### config.mk
export PLATFORM = sky130hd
export DESIGN_NAME = serpent_engine_arbiter
export DESIGN_NICKNAME = d
export VERILOG_FILES = /design/src/rtl/serpent_engine_arbiter.sv
export SDC_FILE = /design/constraint.sdc
export NUM_CORES = 1
export LEC_CHECK = 0
export BUFFER_PORTS_ARGS = -buffer_cell sky130_fd_sc_hd__buf_2
export CAP_MARGIN = 0
export CORE_AREA = 2 2 560 562
export DETAILED_ROUTE_END_ITERATION = 8
export DIE_AREA = 0 0 562 564
export GPL_TIMING_DRIVEN = 1
export HOLD_SLACK_MARGIN = 0.03
export PLACE_DENSITY = 0.35
export SLEW_MARGIN = 20
export SYNTH_ARGS = -nofsm -noshare
export SYNTH_HDL_FRONTEND = slang
export SYNTH_SLANG_ARGS = --single-unit
export TNS_END_PERCENT = 5
### constraint.sdc
create_clock -name i_clk -period 4.53 [get_ports i_clk]
set_clock_uncertainty 0.05 [all_clocks]
set_input_delay 0.2265 -clock i_clk [delete_from_list [all_inputs] [get_ports i_clk]]
set_output_delay 0.2265 -clock i_clk [all_outputs]
set_load 0.01 [all_outputs]
### src/rtl/serpent_engine_arbiter.sv
// -----------------------------------------------------------------------------
// serpent_engine_arbiter
//
// Shares one Serpent-256 encrypt engine between two requesters. Port 0 carries
// the XTS tweak path, port 1 the XTS data path. Jobs are granted round-robin;
// for each job the block issues a one-cycle engine start, holds key/plaintext
// stable while the engine runs, captures the ciphertext on the done pulse and
// returns it to the granted port on a valid/ready response channel.
//
// Handshakes: a request on port n is accepted in the cycle where i_req_valid[n]
// and o_req_ready[n] are both high (o_req_ready is one-hot or zero, IDLE only).
// A response on port n completes in the cycle where o_rsp_valid[n] and
// i_rsp_ready[n] are both high; data/tag/err are held until then.
//
// Optional feature (macro SERPENT_ARB_TIMEOUT_EN): engine watchdog. If the
// engine does not signal done within TIMEOUT_CYCLES cycles of BUSY, the job
// completes with o_rsp_err=1 and zero data, and new starts are held off until
// a late done pulse arrives or 64 cycles pass. Without the macro, BUSY waits
// indefinitely and o_rsp_err is tied low.
//
// Ports:
//   i_clk, i_rstn                 clock, asynchronous active-low reset
//   i_req_valid / o_req_ready     per-port request handshake (bit n = port n)
//   i_req_key0/1, i_req_data0/1   256-bit key and 128-bit plaintext per port
//   i_req_tag0/1                  opaque per-port tag returned with response
//   o_rsp_valid / i_rsp_ready     per-port response handshake
//   o_rsp_data, o_rsp_tag         shared ciphertext and tag of the response
//   o_rsp_err                     1 = watchdog abort (data all zero)
//   o_eng_master_key_valid,
//   o_eng_enable                  one-cycle engine start qualifiers
//   o_eng_key, o_eng_data         engine key / plaintext, stable START..BUSY
//   i_eng_data, i_eng_data_valid  engine ciphertext and done pulse
//   o_busy                        high in every state except IDLE
//   o_dbg_state                   current FSM state (IDLE=0 START=1 BUSY=2 RESP=3)
// -----------------------------------------------------------------------------
module serpent_engine_arbiter #(
    parameter int TAG_W          = 4,
    parameter int TIMEOUT_CYCLES = 4095
) (
    input  logic             i_clk,
    input  logic             i_rstn,
    input  logic [1:0]       i_req_valid,
    output logic [1:0]       o_req_ready,
    input  logic [255:0]     i_req_key0,
    input  logic [255:0]     i_req_key1,
    input  logic [127:0]     i_req_data0,
    input  logic [127:0]     i_req_data1,
    input  logic [TAG_W-1:0] i_req_tag0,
    input  logic [TAG_W-1:0] i_req_tag1,
    output logic [1:0]       o_rsp_valid,
    input  logic [1:0]       i_rsp_ready,
    output logic [127:0]     o_rsp_data,
    output logic [TAG_W-1:0] o_rsp_tag,
    output logic             o_rsp_err,
    output logic             o_eng_master_key_valid,
    output logic             o_eng_enable,
    output logic [255:0]     o_eng_key,
    output logic [127:0]     o_eng_data,
    input  logic [127:0]     i_eng_data,
    input  logic             i_eng_data_valid,
    output logic             o_busy,
    output logic [1:0]       o_dbg_state
);

    typedef enum logic [1:0] {
        ST_IDLE  = 2'd0,
        ST_START = 2'd1,
        ST_BUSY  = 2'd2,
        ST_RESP  = 2'd3
    } state_e;

    if (TAG_W < 1 || TIMEOUT_CYCLES < 1) begin : g_param_check
        $error("serpent_engine_arbiter: TAG_W and TIMEOUT_CYCLES must be >= 1");
    end

    state_e             state_q, state_d;
    // grant_q doubles as the round-robin pointer: it always names the port
    // granted last. Reset value 1 makes port 0 win the first contention.
    logic               grant_q, grant_d;
    logic [255:0]       key_q;
    logic [127:0]       data_q;
    logic [TAG_W-1:0]   tag_q;
    logic [127:0]       rsp_data_q, rsp_data_d;
    logic [TAG_W-1:0]   rsp_tag_q, rsp_tag_d;

    logic               pick;
    logic               accept;
    logic               start_ok;
    logic               tmo_hit;
    logic [1:0]         req_ready;

    // Contention goes to the port that was not granted last.
    assign pick   = (i_req_valid == 2'b11) ? ~grant_q : i_req_valid[1];
    assign accept = (state_q == ST_IDLE) && (|i_req_valid) && start_ok;

    always_comb begin
        req_ready  = 2'b00;
        state_d    = state_q;
        grant_d    = grant_q;
        rsp_data_d = rsp_data_q;
        rsp_tag_d  = rsp_tag_q;
        case (state_q)
            ST_IDLE: begin
                if (accept) begin
                    req_ready[pick] = 1'b1;
                    grant_d         = pick;
                    state_d         = ST_START;
                end
            end
            ST_START: begin
                state_d = ST_BUSY;
            end
            ST_BUSY: begin
                // A real done pulse wins over a watchdog expiry in the same cycle.
                if (i_eng_data_valid) begin
                    rsp_data_d = i_eng_data;
                    rsp_tag_d  = tag_q;
                    state_d    = ST_RESP;
                end else if (tmo_hit) begin
                    rsp_data_d = '0;
                    rsp_tag_d  = tag_q;
                    state_d    = ST_RESP;
                end
            end
            ST_RESP: begin
                if (i_rsp_ready[grant_q]) begin
                    state_d = ST_IDLE;
                end
            end
            default: begin
                state_d = ST_IDLE;
            end
        endcase
    end

    always_ff @(posedge i_clk or negedge i_rstn) begin
        if (!i_rstn) begin
            state_q    <= ST_IDLE;
            grant_q    <= 1'b1;
            key_q      <= '0;
            data_q     <= '0;
            tag_q      <= '0;
            rsp_data_q <= '0;
            rsp_tag_q  <= '0;
        end else begin
            state_q    <= state_d;
            grant_q    <= grant_d;
            rsp_data_q <= rsp_data_d;
            rsp_tag_q  <= rsp_tag_d;
            if (accept) begin
                key_q  <= pick ? i_req_key1  : i_req_key0;
                data_q <= pick ? i_req_data1 : i_req_data0;
                tag_q  <= pick ? i_req_tag1  : i_req_tag0;
            end
        end
    end

`ifdef SERPENT_ARB_TIMEOUT_EN
    localparam int TMO_W = $clog2(TIMEOUT_CYCLES + 1);

    logic [TMO_W-1:0] tmo_cnt_q;
    logic             blk_q;
    logic [5:0]       blk_cnt_q;
    logic             rsp_err_q;

    // Counter is 0 in the first BUSY cycle, so expiry after TIMEOUT_CYCLES
    // BUSY cycles happens when it shows TIMEOUT_CYCLES-1.
    assign tmo_hit  = (state_q == ST_BUSY) && (tmo_cnt_q == TMO_W'(TIMEOUT_CYCLES - 1));
    // The engine was not reset on abort; keep it idle until it finishes the
    // abandoned job (late done) or the 64-cycle hold-off runs out.
    assign start_ok = !blk_q;

    always_ff @(posedge i_clk or negedge i_rstn) begin
        if (!i_rstn) begin
            tmo_cnt_q <= '0;
            blk_q     <= 1'b0;
            blk_cnt_q <= '0;
            rsp_err_q <= 1'b0;
        end else begin
            if (state_q == ST_START) begin
                tmo_cnt_q <= '0;
            end else if (state_q == ST_BUSY) begin
                tmo_cnt_q <= tmo_cnt_q + 1'b1;
            end

            if (state_q == ST_BUSY) begin
                if (i_eng_data_valid) begin
                    rsp_err_q <= 1'b0;
                end else if (tmo_hit) begin
                    rsp_err_q <= 1'b1;
                end
            end

            if (tmo_hit && !i_eng_data_valid) begin
                blk_q     <= 1'b1;
                blk_cnt_q <= '0;
            end else if (blk_q) begin
                if (i_eng_data_valid || (blk_cnt_q == 6'd63)) begin
                    blk_q <= 1'b0;
                end else begin
                    blk_cnt_q <= blk_cnt_q + 1'b1;
                end
            end
        end
    end

    assign o_rsp_err = rsp_err_q;
`else
    assign tmo_hit   = 1'b0;
    assign start_ok  = 1'b1;
    assign o_rsp_err = 1'b0;
`endif

    // Ready is combinational from the IDLE grant; gating with i_rstn keeps it
    // low while reset is held even if requests are present.
    assign o_req_ready            = req_ready & {2{i_rstn}};
    assign o_rsp_valid            = (state_q == ST_RESP) ? {grant_q, ~grant_q} : 2'b00;
    assign o_rsp_data             = rsp_data_q;
    assign o_rsp_tag              = rsp_tag_q;
    assign o_eng_master_key_valid = (state_q == ST_START);
    assign o_eng_enable           = (state_q == ST_START);
    assign o_eng_key              = ((state_q == ST_START) || (state_q == ST_BUSY)) ? key_q  : '0;
    assign o_eng_data             = ((state_q == ST_START) || (state_q == ST_BUSY)) ? data_q : '0;
    assign o_busy                 = (state_q != ST_IDLE);
    assign o_dbg_state            = state_q;

endmodule

### Word level (Yosys, flattened, before mapping)

Index checks and enable logic that the tools add are counted.

| storage, ports and cells | value |
|---|---|
| register bits after elaboration | 523 |
| input port bits | 911 |
| output and inout bits | 526 |

| operators by class | value |
|---|---|
| bitwise logic cells | 2 |
| order comparisons | 3 |
| reduce and logical (&&, ||, !) cells | 9 |
| equality and inequality tests | 7 |
| multiplexer cells | 17 |

Operators by type and width:

| operator | number |
|---|---|
| two-way mux 256 bit | 2 |
| two-way mux 128 bit | 2 |
| two-way mux 2 bit | 6 |
| one-hot mux 2 bit (4 select lines) | 1 |
| equality test 2 bit, second input constant | 3 |
| inequality test 2 bit, second input constant | 3 |
| < comparator 1 x 2 -> 1 bit, second input constant | 2 |
| two-way mux 1 bit | 4 |
| two-way mux 4 bit | 1 |
| AND reduction 2 bit | 2 |
| AND reduction 3 bit | 1 |
| bitwise AND 2 bit | 1 |
| equality test 2 x 1 -> 1 bit, second input constant | 1 |
| logical AND 1 bit | 2 |
| logical NOT 2 bit | 1 |
| nonzero test 2 bit | 1 |
| OR reduction 2 bit | 1 |
| demux 1 bit (select 1 bit) | 1 |
| >= comparator 1 bit, second input constant | 1 |
| logical OR 1 bit | 1 |
| inverter 1 bit | 1 |

### Logic depth before layout (Yosys ltp)

| logic depth | value |
|---|---|
| depth in word-level cells | 9 |
| gate-level depth with buffers | 8 |
| mapped depth without buffers | 5 |

### Least setup slack after synthesis

No wires, ideal clock.

| path | value |
|---|---|
| path kind | register to output |
| from | register state_q[0], in the netlist o_dbg_state[0] |
| to | output o_eng_data[0] |
| stages on the path, launching flop included | 7 |
| path buffers | 3 |
| setup slack | 2.625 ns |
| arrival | 1.628 ns |
| data required time | 4.253 ns |
| cells stage by stage | dfrtp_1 inv_1 ha_1 clkbuf_1 clkbuf_1 clkbuf_1 and2_1 |

| on the way | value |
|---|---|
| word-level cells in the longest chain between the ends | 3 |
| elaborated cells between the ends (all ways) | 4 |
| those cells by class | 2 x eq/ne; 1 x mux; 1 x reduce/logical |

Ends and longest elaborated chain:

| item | line | RTL |
|---|---|---|
| from (decl) | 76 | `state_e state_q, state_d;` |
| from (signal assigned) | 146 | `state_q <= state_d;` |
| equality test 2 x 1 -> 1 bit / equality test 2 bit (equally long branches) | 223 | `assign o_eng_data = ((state_q == ST_START) \|\| (state_q == ST_BUSY)) ? data_q : '0;` |
| logical OR 1 bit * | 223 |  |
| two-way mux 128 bit * | 223 |  |
| to (decl) | 58 | `output logic [127:0] o_eng_data,` |

Every way passes the cells marked *; elsewhere a longest branch is shown, timed or not.

### Worst setup path after layout

| path | value |
|---|---|
| from | register state_q[0], in the netlist o_dbg_state[0] |
| to | output o_eng_data[123] |

The elaborated chain is that of the path after synthesis.

==> results.md <==
- Switch share: 0.442
- Vias post-DR: 28,104
- Flip-flop and latch count after synthesis: 523
- Root buffer cell: clkbuf_16
- Relative slew slack: 0.295
- DRC violations left: 0
- Final WL: 246,000 microns
- Crit Path Max Fanout: 41
- Routed vias/inst: 3.27
- Total global routing overflow: 0
- Nets: 5,225
- Height of the die: 564 microns
- I/O Buffers: 1,435
- FFs w/ async S/R, synth: 1.00
- Area Overhead vs Synth: 96.1%
- Max-Cap Viols: 0
- Critical Path End: o_eng_data[123]
- Initial antenna violation count: 243
- CTS buffer count: 81
- Post-Syn Area: 24,600 sq um
- Starting Density: 0.0793
- Setup crit end kind: output port
- Post-synth EDFFs: 0
- Worst setup margin: 926 ps
- Core Area: 311,000 sq um
- CTS tree: built
- Pre-CTS WS: 1600 ps
- First-pass GRT wire length: 307,000 microns
- Final setup viols: 0
- Int Pwr: 19.8 mW
- Netlist cell types: 23
- Final period utilization: 0.796
- Tot Pwr: 35.5 mW
- WHS: 162 ps
- Cells after Synth: 2,031
- Worst-case reg-to-reg path depth: 9
- Top cell type by total area after synthesis: dfrtp_1
- Drt wl/cell: 28.6 microns
- Psw: 15.7 mW
- Fin. max-slew vios: 0
- Slew @ Worst Pin: 1060 ps
- Power Dens Cells: 735 nW/um^2
- CTS max path bufs: 4
- Rows: 205
- Fin. Hold Viols: 0
- Clock latency on the worst-skew pair: 750 ps
- Syn avg cell area: 12.1 sq um
- CP startpoint: o_dbg_state[0]$_DFFE_PN0P_
- RSZ-0062 raised after global routing: no
- Clk sink count: 523
- Startpoint class of the critical path: register
- First-pass iteration count of the detailed router: 7
- Vias in the first global route: 28,834
- Min Tclk post-route: 3600 ps
- Largest net degree at the start of global routing: 162
- Max VDD drop: 388 uV
- Hold Path Class: in2reg
- H-tree levels: 3
- Top post-synthesis cells by area: dfrtp_1, a221o_1, and2_1
- FF-to-FF End: key_q[70]$_DFFE_PN0N_
- Post-CTS Resized: 0
- Worst EP required: 4250 ps
- Synth cell count leaders: and2_1, dfrtp_1, a221o_1
- Top cell type's share of synthesized area: 0.530
- Die W: 562 microns
- Status: completed
- Initial DRC count: 1,640
- WS Path Type: reg2out
- Post-DRT Antenna Nets: 0
- Arr. time, crit path: 3330 ps
- Most common cell in the netlist: and2_1
- Max Clock Freq: 277 MHz
- Clock power frac: 0.177
- Post-DP HPWL: 207,000 microns
- RePlAce Congestion: 0.861
- Synth warn: 0
- Top_reg_cell synth: dfrtp_1
- Flop pwr share: 0.298
- Pleak: 22.0 nW
- Post-Route Setup TNS: 0 ps
- Sequential fraction of the synthesis area: 0.531
- Die area: 317,000 sq um
- Syn nets: 2,946
- RR Startpoint: o_dbg_state[0]$_DFFE_PN0P_
- Comb pwr share: 0.524
- Layout cells sized above 1: 0.395
- GRT Util Overall: 0.149
- Clock-pin slew on the worst setup and hold paths: 60 ps
- Io pins: 1,437
- R2R Setup Slk: 950 ps
-- layout make-up --
class / count / area (sq um)
sequential: 523 / 13100
clock inverter: 19 / 240
fill: 35410 / 263000
tap: 4140 / 5180
inverter: 5 / 18.8
antenna: 104 / 260
multi-input combinational: 1315 / 10400
timing repair buffer: 2384 / 16800
clock buffer: 117 / 2290
-- stage by stage --
step,instances,util,instance area [sq um]
CTS,8503,0.155,48100
floorplan,2031,-,24600
global placement,7453,0.117,36400
detailed placement,7453,0.117,36400
finish,8607,0.155,48300
global route,8565,0.155,48200
-- critical path, cell delays in order (launching register included) --
cell	delay [ps]
dfrtp_1	430
inv_1	120
ha_4	950
buf_4	530
and2_1	290
buf_2	180
-- kinds of logic (layout without fill, tap and decap cells) --
kind of cell / Yosys count / in the layout / share of synthesized area
AO/OA/AOI/OAI: 394 / 394 / 0.160
adder cells (fa/ha/maj): 4 / 4 / 0.00203
buffers and inverters: 193 / 2525 / 0.0482
flip-flops: 523 / 523 / 0.531
multiplexers: 134 / 134 / 0.0612
other: 1 / 105 / 0.000152
AND/OR/NAND/NOR: 782 / 782 / 0.198
-- power by group through the flow --
stage	logic [mW]	clock network, mW	registers, mW
2_1_floorplan	7.99	0	8.01
3_3_place_gp	15.2	0	10.9
3_5_place_dp	15.3	0	10.8
4_1_cts	18.9	6.59	10.8
5_1_grt	20.0	6.72	10.9
6_report	18.6	6.30	10.6
-- cells in the final DEF, fill, tap and decap left out, drive strengths merged, types with 2 or more instances in the layout --
| master | synthesis | layout |
|---|---|---|
| a21oi | 2 | 2 |
| a221o | 388 | 388 |
| and2 | 775 | 775 |
| buf | 131 | 1471 |
| bufinv | 0 | 4 |
| clkbuf | 57 | 117 |
| clkinv | 0 | 4 |
| clkinvlp | 0 | 9 |
| dfrtp | 522 | 522 |
| diode | 0 | 104 |
| dlygate4sd3 | 0 | 913 |
| ha | 4 | 4 |
| inv | 5 | 7 |
| mux2 | 133 | 133 |
| nand2 | 4 | 4 |
| nor2 | 2 | 2 |
-- how the worst min path moves through the flow --
stage / start / endpoint / slack (ps) / cells after the start
after global routing: i_req_key0[140] / key_q[140]$_DFFE_PN0N_ / 110 / 3
after floorplan: i_rstn / data_q[0]$_DFFE_PN0N_ / -120 / 0
after detailed placement: i_rstn / key_q[144]$_DFFE_PN0N_ / 250 / 1
final: i_req_key1[107] / key_q[107]$_DFFE_PN0N_ / 160 / 3
after CTS: i_req_key1[146] / key_q[146]$_DFFE_PN0N_ / 50 / 3
after global placement: i_rstn / key_q[144]$_DFFE_PN0N_ / 260 / 1
-- timing repair --
action                    CTS  global route
hold buffers              914             0
hold endpoints to repair  639             0
buffers inserted            0             0
-- per-layer routing --
metal	track usage	wire length [microns]
met1	0.195	108000
met2	0.229	106000
met3	0.0509	23200
met4	0.0473	8600
met5	0	416
-- state kept, by name (all words and copies together), names as in the netlist --
signal       flops
data_q         128
grant_q          1
key_q          256
o_dbg_state      2
o_rsp_data     128
o_rsp_tag        4
tag_q            4
No activity file was read; power rests on OpenSTA's default activity.
